### config.mk
export PLATFORM = sky130hd
export DESIGN_NAME = oldland_prefetch
export DESIGN_NICKNAME = d
export VERILOG_FILES = /design/src/rtl/oldland_prefetch.sv
export SDC_FILE = /design/constraint.sdc
export NUM_CORES = 1
export LEC_CHECK = 0
export CAP_MARGIN = 20
export CORE_UTILIZATION = 55
export DETAILED_ROUTE_END_ITERATION = 10
export PLACE_DENSITY = 0.82
export SETUP_SLACK_MARGIN = 0.5
export SLEW_MARGIN = 20
export SYNTH_ARGS = -nofsm -noshare
export SYNTH_HDL_FRONTEND = slang
export SYNTH_SLANG_ARGS = --single-unit
### constraint.sdc
create_clock -name clk -period 21.9 [get_ports clk]
set_clock_uncertainty 0.05 [all_clocks]
set_input_delay 5.475 -clock clk [delete_from_list [all_inputs] [get_ports clk]]
set_output_delay 5.475 -clock clk [all_outputs]
set_load 0.02 [all_outputs]
### src/rtl/oldland_prefetch.sv
// Instruction prefetch: DEPTH-entry FIFO between the instruction bus and decode, flushed on redirect.
// Head entry visible the cycle after its bus completion; issue stalls when the FIFO would fill, decode stalls via instr_ready.
`ifndef INSTR_NOP
`define INSTR_NOP 32'h00000000
`endif

module oldland_prefetch #(
    parameter logic [31:0] RESET_ADDR = 32'h00000000,
    parameter int          DEPTH      = 4,
    parameter logic [31:0] NOP_INSTR  = `INSTR_NOP
) (
    input  logic        clk,
    input  logic        rst,
    output logic        i_access,
    output logic [29:0] i_addr,
    input  logic        i_ack,
    input  logic        i_error,
    input  logic [31:0] i_data,
    input  logic        redirect,
    input  logic [31:0] redirect_pc,
    output logic [31:0] instr,
    output logic [31:0] instr_pc_plus_4,
    output logic        instr_fault,
    output logic        instr_valid,
    input  logic        instr_ready,
    input  logic        run,
    output logic        stopped,
    output logic [31:0] dbg_pc
);

    localparam int AW = $clog2(DEPTH);
    localparam int CW = AW + 1;
    localparam logic [CW-1:0] DEPTH_C = CW'(DEPTH);

    typedef struct packed {
        logic [31:0] instr;
        logic [31:0] pc_plus_4;
        logic        fault;
    } entry_t;

    entry_t        r_mem [DEPTH];
    logic [AW-1:0] r_rd_ptr;
    logic [AW-1:0] r_wr_ptr;
    logic [CW-1:0] r_count;
    logic [31:0]   r_fetch_pc;
    logic          r_access;
    logic [29:0]   r_addr;
    logic          r_drop;
    logic          r_halted;
    logic          r_stopped;
    logic [31:0]   r_last_pc4;

    logic          w_done;
    logic          w_push;
    logic          w_pop;
    logic          w_pending;
    logic          w_issue;
    logic          w_drop_next;
    logic          w_halted_next;
    logic [CW-1:0] w_count_next;
    logic [31:0]   w_fetch_pc_plus_4;
    logic [31:0]   w_fetch_pc_next;
    entry_t        w_head;
    entry_t        w_new_entry;

    assign w_done            = r_access & (i_ack | i_error);
    assign w_push            = w_done & ~r_drop & ~redirect;
    assign w_pop             = instr_valid & instr_ready & ~redirect;
    assign w_pending         = r_access & ~w_done;
    assign w_fetch_pc_plus_4 = r_fetch_pc + 32'd4;
    assign w_head            = r_mem[r_rd_ptr];
    assign w_new_entry       = {(i_error ? NOP_INSTR : i_data), w_fetch_pc_plus_4, i_error};

    // Redirect flushes the FIFO outright, so a same-cycle push or pop never lands.
    assign w_count_next = redirect ? '0 : (r_count + CW'(w_push) - CW'(w_pop));

    assign w_fetch_pc_next = redirect ? (redirect_pc & 32'hffff_fffc) :
                             (w_push && !i_error) ? w_fetch_pc_plus_4 : r_fetch_pc;

    // An in-flight request orphaned by a redirect must still be waited out on the bus.
    assign w_drop_next = (redirect && w_pending) ? 1'b1 :
                         w_done                  ? 1'b0 : r_drop;

    assign w_halted_next = redirect ? 1'b0 :
                           (w_push && i_error) ? 1'b1 : r_halted;

    assign w_issue = run & ~w_halted_next & ~w_pending & ~w_drop_next &
                     (w_count_next < DEPTH_C);

    always_ff @(posedge clk or posedge rst) begin
        if (rst) begin
            for (int k = 0; k < DEPTH; k++) begin
                r_mem[k] <= '0;
            end
            r_rd_ptr   <= '0;
            r_wr_ptr   <= '0;
            r_count    <= '0;
            r_fetch_pc <= RESET_ADDR & 32'hffff_fffc;
            r_access   <= 1'b0;
            r_addr     <= '0;
            r_drop     <= 1'b0;
            r_halted   <= 1'b0;
            r_stopped  <= 1'b0;
            r_last_pc4 <= '0;
        end else begin
            r_count    <= w_count_next;
            r_fetch_pc <= w_fetch_pc_next;
            r_drop     <= w_drop_next;
            r_halted   <= w_halted_next;
            r_access   <= w_issue | w_pending;
            if (w_issue) begin
                r_addr <= w_fetch_pc_next[31:2];
            end
            if (w_push) begin
                r_mem[r_wr_ptr] <= w_new_entry;
            end
            if (redirect) begin
                r_rd_ptr <= '0;
                r_wr_ptr <= '0;
            end else begin
                if (w_push) begin
                    r_wr_ptr <= r_wr_ptr + AW'(1);
                end
                if (w_pop) begin
                    r_rd_ptr <= r_rd_ptr + AW'(1);
                end
            end
            if (instr_valid) begin
                r_last_pc4 <= w_head.pc_plus_4;
            end
            r_stopped <= ~r_access & (r_count == '0) & ~run;
        end
    end

    assign i_access        = r_access;
    assign i_addr          = r_addr;
    assign instr_valid     = (r_count != '0);
    assign instr           = instr_valid ? w_head.instr : NOP_INSTR;
    assign instr_fault     = instr_valid & w_head.fault;
    assign instr_pc_plus_4 = instr_valid ? w_head.pc_plus_4 : r_last_pc4;
    assign stopped         = r_stopped;
    assign dbg_pc          = instr_valid ? (w_head.pc_plus_4 - 32'd4) : r_fetch_pc;

endmodule

* Word-level counts from Yosys, hierarchy flattened
Cells that the tools add are included.
** Word-level totals
- Register bits after elaboration :: 365
- Bits in latches :: 0
- Bits in writable memories :: 0
- Memory bits (read-only) :: 0
- Bits of input ports :: 71
- Output and inout bits :: 130
- Logic and storage cells :: 89
- Memories kept :: 0
** Operators by class
- $add $sub $neg :: 6
- $mul :: 0
- Divide/modulo/power cells :: 0
- Magnitude comparators :: 4
- Equal/unequal tests :: 0
- Shift operators :: 0
- Multiplexer cells :: 21
- Bitwise logic cells :: 25
- Reductions and logical operators :: 10
** Operators with widths (count)
- $bwmux W260 :: 1
- $mux W65 :: 3
- $mux W32 :: 6
- $bmux W65 S2 :: 1
- $demux W65 S2 :: 1
- $add A32 B3 Y32 const B :: 1
- $sub A32 B3 Y32 const B :: 1
- $and A1 B1 Y1 :: 13
- $mux W2 :: 4
- $not A1 Y1 :: 8
- $ge A3 B3 Y1 const B :: 2
- $not A2 Y3 :: 2
- $reduce_bool A2 Y1 :: 3
- $add A2 B1 Y2 const B :: 2
- $logic_and A1 B1 Y1 :: 4
- $mux W1 :: 4
- $add A3 B1 Y3 :: 1
- $logic_not A3 Y1 :: 1
- $lt A3 B1 Y1 const B :: 1
- $lt A3 B3 Y1 const B :: 1
- $mux W3 :: 1
- $reduce_bool A3 Y1 :: 1
- $sub A3 B1 Y3 :: 1
- $or A1 B1 Y1 :: 2
- $logic_not A1 Y1 :: 1

* Logic depth before layout (Yosys ltp)
Gate-level depths: netlist (run 1).
- Depth in word-level cells :: 13
- Gate-level depth with buffers :: 16

* Worst setup path after synthesis (run 1)
OpenSTA, ideal clock, no wires.
- Path kind :: input-to-reg
- From :: input redirect
- To :: register r_addr[10] (netlist: i_addr[10])
- Arrival time :: 9.514 ns
- Required time :: 21.725 ns
- Path slack :: 12.212 ns
- Cell stages on the path :: 15
- Path buffers :: 5
- Cell sequence :: clkbuf_1 clkbuf_1 buf_1 buf_1 nor2_1 ha_1 inv_1 ha_1 fa_1 xor3_1 nor2_1 or4b_2 a21oi_1 buf_1 mux2_2
** Between the ends
- Elaborated cells on any way between the ends :: 21
- Those cells by class :: 2 x add/sub; 1 x order compare; 6 x mux; 9 x bitwise; 3 x reduce/logical
** RTL lines
- start, declared :: RTL line 19 : input logic redirect,
- $not A1 Y1 :: RTL line 67, 68
- $and A1 B1 Y1 :: RTL line 67 : assign w_push = w_done & ~r_drop & ~redirect;
- $add A3 B1 Y3 :: RTL line 75 : assign w_count_next = redirect ? '0 : (r_count + CW'(w_push) - CW'(w_pop));
- $sub A3 B1 Y3 :: RTL line 75
- $mux W3 (*) :: RTL line 75
- named net w_count_next[2] :: RTL line 60 : logic [CW-1:0] w_count_next;
- $lt A3 B3 Y1 (*) :: RTL line 88 : (w_count_next < DEPTH_C);
- $and A1 B1 Y1 (*) :: RTL line 87 : assign w_issue = run & ~w_halted_next & ~w_pending & ~w_drop_next &
- end signal, assigned :: RTL line 112 : r_addr <= w_fetch_pc_next[31:2];
- end, declared :: RTL line 47 : logic [29:0] r_addr;
Mark *: on every way through the listed nets, which the timed path passes. The rest lies on a longest branch. The select of a mux whose other input is x is not followed.
A chain may end at the register's enable or synchronous reset.

* Worst setup path after layout (run 1)
- From :: register r_rd_ptr[0]
- To :: output dbg_pc[25]
** Between the ends
- Longest elaborated chain between the ends :: 6
** RTL lines
- start, declared :: RTL line 42 : logic [AW-1:0] r_rd_ptr;
- start signal, assigned :: RTL line 125 : r_rd_ptr <= r_rd_ptr + AW'(1);
- $not A2 Y3 (implied by the code) :: RTL line 71 : assign w_head = r_mem[r_rd_ptr];
- $bmux W65 S2 :: RTL line 71
- $mux W65 (implied by the code) (2 in a row) :: RTL line 71
- $sub A32 B3 Y32 :: RTL line 142 : assign dbg_pc = instr_valid ? (w_head.pc_plus_4 - 32'd4) : r_fetch_pc;
- $mux W32 :: RTL line 142
- end, declared :: RTL line 28 : output logic [31:0] dbg_pc
No other way between the ends. The select of a mux whose other input is x is not followed.

==> flow_summary.json, run 1 <==
{
  "outcome": "finished clean",
  "fp.dieH_um": 174.5,
  "yosysMostFrequentCell": "sky130_fd_sc_hd__nand2_1",
  "cp_startpoint_kind": "flop",
  "cap_viol_max_count": 0,
  "x_dimension_of_the_die_um": 174.5,
  "wire_length_of_the_first_global_routing_pass_mm": 69.73,
  "syn-instance-count": 1604,
  "cts_sinks": 355,
  "report.final.hold_viol_count": 0,
  "worstPathArrival_ns": 5.42,
  "peak_supply_drop_v": 0.00009924,
  "grt_start_max_net_pins": 137,
  "yosysTopAreaCellShare_pct": 54.28,
  "hold_buf_count_cts": 0,
  "grt_remaining_overflow": 0,
  "min_to": "r_last_pc4[16]",
  "slowest_delay_ns": 0.84,
  "start_util_pct": 56.41,
  "core_utilization_of_the_finished_layout_pct": 67.85,
  "worstSkewPairLatency_ns": 0.53,
  "hold_start": "r_last_pc4[16]",
  "worst_slew_margin_rel_pct": 30.00,
  "instance_count_along_the_most_critical_hold_path": 2,
  "capture_point_of_the_worst_reg_to_reg_path": "i_addr[18]",
  "worst_path_dominant_cell_family": "buffers and inverters",
  "place.port_buffers": 196,
  "min_period_over_period_pct": 49.96,
  "pwr_density_cell_mw_per_mm2": 140.6,
  "nNetsFinal": 1819,
  "timing.reg2reg.setup_slack_ns": 16.30,
  "hp-class": "flop to flop",
  "crit_path_end_kind": "output pin",
  "sequential_area_share_after_synthesis_pct": 54.28,
  "cts_buf_count": 37,
  "setup_tns_ns": 0,
  "cts.htree.levels": 2,
  "finalWeightedCongestion": 0.9231,
  "first_pass_iters": 5,
  "syn2layout_area_growth_pct": 20.29,
  "synthFlopType": "sky130_fd_sc_hd__dfrtp_1",
  "route.detailed.wl_per_inst_um": 20.03,
  "ys_warn_count": 0,
  "floorplan.rows": 62,
  "num_antenna_cells": 0,
  "clockRootBuffer": "sky130_fd_sc_hd__clkbuf_16",
  "crit_path_max_fanout": 47,
  "netlist-cell-type-count": 51,
  "synth_seq_cells": 355,
  "crit_path_top_delay_cell": "sky130_fd_sc_hd__buf_4",
  "cts_tree": "built",
  "biggest_area_contributors_in_the_synthesized_netlist": "sky130_fd_sc_hd__dfrtp_1 54%, sky130_fd_sc_hd__nand2_1 9.9%, sky130_fd_sc_hd__mux4_2 8.7%, sky130_fd_sc_hd__o21ai_0 8.1%, sky130_fd_sc_hd__clkbuf_1 2.2%",
  "route.detailed.drc": 0,
  "tightestPinTransition_ns": 1.050,
  "groute.usage.overall_pct": 29.07,
  "detail_route.wirelength_mm": 43.01,
  "cts.path.max_buffers": 3,
  "dieArea_mm2": 0.03045,
  "path_cells": "buf_4 -> mux4_2 -> or4_4 -> nor4b_4 -> nand4_1 -> xor2_1 -> o21ai_0 -> clkdlybuf4s50_1",
  "synth_enable_flop_cells": 0,
  "slew_viol_final": 0,
  "synthesis.area_mm2": 0.01637,
  "p_leak_uw": 0.008500,
  "max_clock_freq_mhz": 91.40,
  "crit_type": "flop to output pin",
  "drive_gt1_share_pct": 10.55,
  "synth_largest_area_cell": "sky130_fd_sc_hd__dfrtp_1",
  "floorplan.core_area_mm2": 0.02901,
  "antenna_left": 0,
  "via_count": 12750,
  "worst_setup_hold_path_clk_slew_ns": 0.06,
  "detailedPlacementHpwl_mm": 27.23,
  "setup-violations-final": 0,
  "cp.buffers_inverters": 2,
  "vias_per_cell": 5.939,
  "fillers": 2162,
  "fin_worst_hold_slack_ns": 0.4156,
  "timing.final.crit_period_ns": 10.94,
  "async_reset_ff_share_pct": 100.0,
  "critPathRequiredTime_ns": 16.38,
  "setup_repair_after_global_routing_missed_its_margin": "no",
  "synth.avg_cell_area_um2": 10.20,
  "num_io_pins": 201,
  "cts.repair_timing.setup_buffer_count": 0,
  "first_global_vias": 13030,
  "reg2regPathDepth": 16,
  "synth.top_cells.by_count": "432 x sky130_fd_sc_hd__nand2_1, 355 x sky130_fd_sc_hd__dfrtp_1, 266 x sky130_fd_sc_hd__o21ai_0",
  "cts_resized": 0,
  "worst_r2r_startpoint": "r_count[2]",
  "antenna_found_initial": 0,
  "drt_iter0_drc": 1174
}
how the worst max path moves through the flow:
stage	startpoint	endpoint	slack, ns	cells after the start
6_report	r_rd_ptr[0]	dbg_pc[25]	10.96	8
5_1_grt	r_rd_ptr[0]	dbg_pc[31]	10.60	8
4_1_cts	r_rd_ptr[0]	dbg_pc[25]	10.90	8
3_5_place_dp	r_rd_ptr[0]	dbg_pc[25]	11.46	8
3_3_place_gp	r_rd_ptr[0]	dbg_pc[25]	11.54	8
2_1_floorplan	rst	i_access	6.53	1
cell type report:
class                   instances  area [µm²]  share of cell area [%]
clock buffers                  53        1086                   5.517
clock inverters                10       86.33                  0.4385
inverters                      17       71.32                  0.3623
multi-input cells            1116        6993                   35.52
flip-flops and latches        355        8889                   45.15
well taps                     384       480.5                   2.441
repair buffers                212        2081                   10.57
kinds of logic after synthesis:
group           Yosys count  share of synthesized area, %
xor+xnor                 59                         3.249
mux                     100                         11.15
other cells               1                       0.02291
flops                   355                         54.28
simple gates            612                         16.02
compound gates          334                         11.26
buf+inv                 134                         3.287
fa+ha+maj                 9                        0.7340
tightest hold or removal path: cells and delay by family, from the launching register on:
kind,cells,cell delay (ns)
flops,1,0.32
simple gates,2,0.11
layer usage:
layer  global-route usage [%]  part of all wire (%)  up-vias
li1                         -                     -     5789
met1                    41.40                    42     6268
met2                    44.84                    47      577
met3                    4.790                   8.1      116
met4                    11.78                   3.5        0
met5                        0                     0        -
registers in the layout, indices dropped and copies added (netlist names):
| name | count |
|---|---|
| r_rd_ptr | 2 |
| r_wr_ptr | 2 |
| i_access | 1 |
| i_addr | 30 |
| r_last_pc4 | 32 |
| r_fetch_pc | 30 |
| r_mem | 252 |
| r_count | 3 |
| r_drop | 1 |
| r_halted | 1 |
| stopped | 1 |
stage by stage:
stage	power [µW]	instance area, µm²	setup slack, ns	std cells
floorplan	1668	16370	6.526	1605
global placement	2117	18510	11.54	2084
detailed placement	2155	18510	11.46	2084
CTS	2769	19680	10.90	2147
global route	2910	19690	10.60	2147
finish	2768	19690	10.96	2147
power by group:
group / internal, µW / switching, µW / leakage, µW / total [µW]
registers: 834 / 114 / 0.00467 / 948
logic: 521 / 692 / 0.00325 / 1210
clock network: 356 / 251 / 0.000586 / 607
total: 1710 / 1060 / 0.00850 / 2770
placed cells by master (no fill, tap or decap), types with 4 or more instances in the layout:
| cell | Yosys | routed |
|---|---|---|
| sky130_fd_sc_hd__and4_1 | 4 | 4 |
| sky130_fd_sc_hd__o21ai_1 | 10 | 10 |
| sky130_fd_sc_hd__clkdlybuf4s50_1 | 0 | 195 |
| sky130_fd_sc_hd__clkbuf_16 | 0 | 37 |
| sky130_fd_sc_hd__a221o_1 | 4 | 4 |
| sky130_fd_sc_hd__and2_1 | 38 | 38 |
| sky130_fd_sc_hd__clkbuf_8 | 0 | 10 |
| sky130_fd_sc_hd__nor3_1 | 19 | 18 |
| sky130_fd_sc_hd__mux2i_1 | 9 | 9 |
| sky130_fd_sc_hd__a311oi_1 | 21 | 21 |
| sky130_fd_sc_hd__nand2_1 | 432 | 428 |
| sky130_fd_sc_hd__buf_4 | 2 | 15 |
| sky130_fd_sc_hd__mux4_2 | 63 | 63 |
| sky130_fd_sc_hd__nor2_1 | 55 | 55 |
| sky130_fd_sc_hd__nand2_4 | 0 | 4 |
| sky130_fd_sc_hd__nand3_1 | 17 | 17 |
| sky130_fd_sc_hd__o21a_1 | 4 | 4 |
| sky130_fd_sc_hd__nor2b_1 | 5 | 5 |
| sky130_fd_sc_hd__clkinv_2 | 0 | 6 |
| sky130_fd_sc_hd__nor4_1 | 9 | 8 |
| sky130_fd_sc_hd__dfrtp_1 | 355 | 353 |
| sky130_fd_sc_hd__ha_1 | 8 | 8 |
| sky130_fd_sc_hd__inv_1 | 17 | 14 |
| sky130_fd_sc_hd__xor2_1 | 26 | 26 |
| sky130_fd_sc_hd__o21ai_0 | 266 | 266 |
| sky130_fd_sc_hd__xnor2_1 | 32 | 32 |
| sky130_fd_sc_hd__a21oi_1 | 10 | 9 |
| sky130_fd_sc_hd__clkbuf_1 | 97 | 6 |
| sky130_fd_sc_hd__nand4_1 | 10 | 10 |
| sky130_fd_sc_hd__mux2_2 | 28 | 28 |
| sky130_fd_sc_hd__or4_1 | 5 | 5 |
(Power assumes the default switching activity.)
==> inputs of run 2 (changes only) <==
CORE_UTILIZATION = 51   (was 55)
PLACE_DENSITY = 0.8   (was 0.82)
clock period = 9.8 ns   (was 21.9 ns; I/O delays follow)
==> run 2 against run 1 <==
  * Sequential share of layout area shrank 0.42 points
  * Worst setup slack lost 8.9 ns
  * Via count grew 1.0%
  * Largest cell class unchanged
  * Sequential power grew 130%
  * Final area grew 0.93%
  * Clock power grew 140%
  * Critical endpoint is now dbg_pc[14]
  * Core utilization shrank 4.9 points
  * Combinational power grew 120%
  * Worst hold slack lost 0.0024 ns
==> flow_summary.json, run 2 (synthesis results as in run 1) <==
{
  "cap_viol_max_count": 0,
  "wire_length_of_the_first_global_routing_pass_mm": 69.24,
  "nNetsFinal": 1821,
  "crit_type": "flop to output pin",
  "finalWeightedCongestion": 0.9273,
  "setup-violations-final": 0,
  "worst_slew_margin_rel_pct": 32.60,
  "report.final.hold_viol_count": 0,
  "route.detailed.wl_per_inst_um": 19.84,
  "critical_path_stages": 11,
  "worstPathArrival_ns": 5.26,
  "critPathRequiredTime_ns": 7.30,
  "tightestPinTransition_ns": 1.011,
  "place.port_buffers": 196,
  "setup_tns_ns": 0,
  "hp-class": "flop to flop",
  "path_cells": "buf_4 -> mux4_2 -> inv_1 -> ha_1 -> inv_1 -> or4_1 -> or2_1 -> or4_1 -> xor2_1 -> o21ai_1 -> clkdlybuf4s50_1",
  "reg2regPathDepth": 16,
  "cts_tree": "built",
  "grt_start_max_net_pins": 185,
  "crit_path_max_fanout": 36,
  "num_antenna_cells": 0,
  "multi_input_area_mm2": 0.006993,
  "largest_register": "r_mem",
  "final.setup.worst_slack_ns": 2.038,
  "max_clock_freq_mhz": 128.8,
  "via_count": 12880,
  "p_leak_uw": 0.008568,
  "outcome": "finished clean",
  "drt_iter0_drc": 1183,
  "cts.htree.levels": 2,
  "fillers": 2459,
  "finish.cell_count_without_fillers": 2171,
  "crit_path_end_kind": "output pin",
  "dpl_worst_slack_ns": 2.681,
  "num_io_pins": 201,
  "route.detailed.drc": 0,
  "fp.dieH_um": 181.1,
  "detailedPlacementHpwl_mm": 27.13,
  "cts.repair_timing.setup_buffer_count": 0,
  "floorplan.rows": 65,
  "worst_setup_hold_path_clk_slew_ns": 0.06,
  "cts.path.max_buffers": 3,
  "peak_supply_drop_v": 0.0002297,
  "slowest_delay_ns": 0.92,
  "pwr_density_cell_mw_per_mm2": 316.4,
  "placedCellCount": 2102,
  "drive_gt1_share_pct": 10.91,
  "final_common_cell": "sky130_fd_sc_hd__nand2_1",
  "start_util_pct": 51.86,
  "cp_startpoint_kind": "flop",
  "antenna_found_initial": 0,
  "cts_buf_count": 38,
  "cts_sinks": 355,
  "seq_area_mm2": 0.008889,
  "crit_path_top_delay_cell": "sky130_fd_sc_hd__dfrtp_2",
  "core_utilization_of_the_finished_layout_pct": 62.97,
  "detail_route.wirelength_mm": 43.06,
  "largestRegisters": "r_mem (252), r_last_pc4 (32)",
  "grt_remaining_overflow": 0,
  "floorplan.core_area_mm2": 0.03156,
  "instance_count_along_the_most_critical_hold_path": 2,
  "largest_register_ffs": 252,
  "vias_per_cell": 5.934,
  "slew_viol_final": 0,
  "clockRootBuffer": "sky130_fd_sc_hd__clkbuf_16",
  "worstSkewPairLatency_ns": 0.54,
  "hold_buf_count_cts": 0,
  "first_pass_iters": 6,
  "antenna_left": 0,
  "cp.buffers_inverters": 4,
  "timing.final.crit_period_ns": 7.762,
  "syn2layout_area_growth_pct": 21.41,
  "dieArea_mm2": 0.03281,
  "first_global_vias": 12870,
  "worst_path_dominant_cell_family": "buffers and inverters",
  "cts_resized": 0,
  "x_dimension_of_the_die_um": 181.1,
  "setup_repair_after_global_routing_missed_its_margin": "no",
  "groute.usage.overall_pct": 26.68,
  "min_period_over_period_pct": 79.21,
  "most-common-layout-cells": "428 x sky130_fd_sc_hd__nand2_1, 353 x sky130_fd_sc_hd__dfrtp_1, 266 x sky130_fd_sc_hd__o21ai_0"
}
## run 2: cell type report
cell class	count	share of cell area [%]
Tap cell	402	2.531
Clock buffer	53	5.629
Clock inverter	15	0.8564
Multi-Input combinational cell	1116	35.19
Sequential cell	355	44.73
Inverter	17	0.3400
Timing Repair Buffer	213	10.72
## run 2: path summary, 6_finish.rpt
path                             endpoint  slack (ns)      startpoint
setup / recovery               dbg_pc[14]        2.04     r_rd_ptr[1]
hold / removal             r_last_pc4[21]        0.41  r_last_pc4[21]
setup reg to reg               i_addr[14]        4.57      r_count[2]
hold reg to reg            r_last_pc4[21]        0.41  r_last_pc4[21]
max in group asynchronous     r_rd_ptr[0]        5.59             rst
min in group asynchronous      r_mem[229]        2.31             rst
## run 2: metal layers
layer  vias up  track usage, %  wire [µm]
met5         -               0          0
met4         0           12.00       1844
met3       138           4.455       3067
met2       588           42.05      20380
met1      6371           36.50      17780
li1       5786               -          -
## run 2: power by group
group	internal [µW]	leakage, µW	total (µW)	switching, µW
Clock	880	0.000635	1480	597
Combinational	1170	0.00327	2670	1500
Sequential	1860	0.00467	2140	281
## run 2: worst min-delay path: stages (launching register included)
cell	delay [ns]
sky130_fd_sc_hd__dfrtp_1	0.32
sky130_fd_sc_hd__nand2_1	0.05
sky130_fd_sc_hd__nand2_1	0.06
## run 2: metrics by stage
| step | hold slack, ns | power, µW | area (µm²) |
|---|---|---|---|
| floorplan | 0.3903 | 3728 | 16370 |
| global route | 0.4343 | 6607 | 19870 |
| detailed placement | 0.4023 | 4815 | 18550 |
| CTS | 0.4176 | 6303 | 19840 |
| global placement | 0.3984 | 4730 | 18550 |
| finish | 0.4132 | 6288 | 19870 |
==> inputs of run 3 (changes only) <==
clock period = 6.3 ns   (was 9.8 ns; I/O delays follow)
==> run 3 against run 2 <==
  * Worst setup slack got worse by 1.5 ns
  * Via count down 0.58%
  * Clock power increased by 45%
  * Count of clock-buffer cells in the layout grew 1
  * Cell count increased by 0.74%
  * Worst hold slack about the same
==> flow_summary.json, run 3 (synthesis results as in run 1) <==
{
  "antenna_left": 0,
  "setup-violations-final": 0,
  "place.port_buffers": 196,
  "cts.htree.levels": 2,
  "floorplan.core_area_mm2": 0.03156,
  "detail_route.wirelength_mm": 42.69,
  "cap_viol_max_count": 0,
  "slew_viol_final": 0,
  "via_count": 12810,
  "fin_worst_hold_slack_ns": 0.4128,
  "fillers": 2451,
  "groute.usage.overall_pct": 26.53,
  "route.detailed.wl_per_inst_um": 19.52,
  "worst_setup_hold_path_clk_slew_ns": 0.06,
  "grt_start_max_net_pins": 116,
  "first_global_vias": 12830,
  "antenna_found_initial": 1,
  "slowest_delay_ns": 0.67,
  "most-common-layout-cells": "428 x sky130_fd_sc_hd__nand2_1, 353 x sky130_fd_sc_hd__dfrtp_1, 266 x sky130_fd_sc_hd__o21ai_0",
  "fp.dieH_um": 181.1,
  "setup_repair_after_global_routing_missed_its_margin": "yes",
  "critPathRequiredTime_ns": 4.68,
  "report.final.hold_viol_count": 0,
  "route.detailed.drc": 0,
  "hold_buf_count_cts": 0,
  "dieArea_mm2": 0.03281,
  "pwr_density_cell_mw_per_mm2": 484.5,
  "clockRootBuffer": "sky130_fd_sc_hd__clkbuf_16",
  "detailedPlacementHpwl_mm": 27.95,
  "nNetsFinal": 1838,
  "x_dimension_of_the_die_um": 181.1,
  "finish.instance_area_mm2": 0.01997,
  "start_util_pct": 51.86,
  "worstPathArrival_ns": 4.12,
  "crit_path_max_fanout": 10,
  "p_leak_uw": 0.008737,
  "cts_tree": "built",
  "crit_path_end_kind": "output pin",
  "finish.cell_count_without_fillers": 2187,
  "cts.path.max_buffers": 3,
  "first_pass_iters": 5,
  "worst_slew_margin_rel_pct": 31.10,
  "peak_supply_drop_v": 0.0003538,
  "dpl_cell_area_mm2": 0.01864,
  "path_cells": "buf_4 -> buf_6 -> mux4_2 -> or4_4 -> nor3_1 -> nand2_1 -> xor2_1 -> o21ai_0 -> clkdlybuf4s50_1",
  "cts_buf_count": 38,
  "min_period_over_period_pct": 91.12,
  "drive_gt1_share_pct": 11.55,
  "worst_path_dominant_cell_family": "buffers and inverters",
  "syn2layout_area_growth_pct": 22.03,
  "vias_per_cell": 5.856,
  "placedCellCount": 2112,
  "tightestPinTransition_ns": 1.034,
  "largest_register_ffs": 252,
  "worstSkewPairLatency_ns": 0.54,
  "hp-class": "flop to flop",
  "final_common_cell": "sky130_fd_sc_hd__nand2_1",
  "timing.reg2reg.setup_slack_ns": 1.96,
  "total_power_uw": 9675,
  "outcome": "finished clean",
  "largest_register": "r_mem",
  "floorplan.rows": 65,
  "num_io_pins": 201,
  "wire_length_of_the_first_global_routing_pass_mm": 68.99,
  "cp.buffers_inverters": 3,
  "drt_iter0_drc": 1128,
  "crit_path_top_delay_cell": "sky130_fd_sc_hd__clkdlybuf4s50_1",
  "crit_type": "flop to output pin",
  "finalWeightedCongestion": 0.8923,
  "max_clock_freq_mhz": 174.2,
  "cts_sinks": 355,
  "timing.final.crit_period_ns": 5.741,
  "cp_startpoint_kind": "flop",
  "largestRegisters": "r_mem (252), r_last_pc4 (32)",
  "grt_remaining_overflow": 0
}
run 3: stage by stage:
step,util (%),setup slack [ns],TNS [ns]
4_1_cts,63.09,0.4889,0
3_3_place_gp,59.08,0.5866,0
3_5_place_dp,59.08,0.4852,0
5_1_grt,63.29,0.4422,0
2_1_floorplan,-,-0.08135,-28.88
6_report,63.29,0.5594,0
run 3: area by class of cell:
| cell class | instances | area [µm²] | share of cell area [%] |
|---|---|---|---|
| antenna | 1 | 2.502 | 0.01253 |
| multi-input combinational | 1116 | 7008 | 35.09 |
| tap | 402 | 503.0 | 2.519 |
| timing repair buffer | 230 | 2295 | 11.49 |
| sequential | 355 | 8891 | 44.52 |
| clock buffer | 54 | 1071 | 5.363 |
| inverter | 17 | 67.56 | 0.3383 |
| clock inverter | 12 | 132.6 | 0.6641 |
run 3: report_power, final:
group / internal (µW) / total (µW) / switching [µW]
combinational: 1840 / 4270 / 2430
sequential: 2900 / 3260 / 356
clock: 1240 / 2150 / 913
run 3: repair_timing:
action	4_1_cts	5_1_grt
setup endpoints to repair	17	15
setup buffers	7	0
resized for setup	3	14
hold endpoints to repair	0	0
run 3: worst register-to-register path, cell delays in order, from the launching register on:
cell	delay, ns
sky130_fd_sc_hd__dfrtp_1	0.40
sky130_fd_sc_hd__nor3_2	0.23
sky130_fd_sc_hd__inv_2	0.29
sky130_fd_sc_hd__nand2_1	0.27
sky130_fd_sc_hd__nor2_1	0.07
sky130_fd_sc_hd__ha_1	0.27
sky130_fd_sc_hd__inv_1	0.04
sky130_fd_sc_hd__ha_1	0.18
sky130_fd_sc_hd__fa_1	0.36
sky130_fd_sc_hd__xor3_1	0.38
sky130_fd_sc_hd__nor2_1	0.05
sky130_fd_sc_hd__or4b_2	0.73
sky130_fd_sc_hd__a21oi_2	0.18
sky130_fd_sc_hd__buf_4	0.33
sky130_fd_sc_hd__mux2_2	0.40
run 3: worst paths after layout:
kind,cells after the start,end,from
hold reg to reg,2,r_last_pc4[30],r_last_pc4[30]
max in group asynchronous,4,r_mem[232],rst
hold / removal,2,r_last_pc4[30],r_last_pc4[30]
setup reg to reg,14,i_addr[17],r_count[2]
min in group asynchronous,2,r_mem[227],rst
setup / recovery,9,dbg_pc[13],r_rd_ptr[0]
run 3: per-layer routing:
metal,track usage [%],routed length [µm],up-vias
met5,0,0,-
met4,11.12,1589,0
met3,4.233,3143,103
met2,42.74,20590,591
met1,35.98,17370,6299
li1,-,-,5815
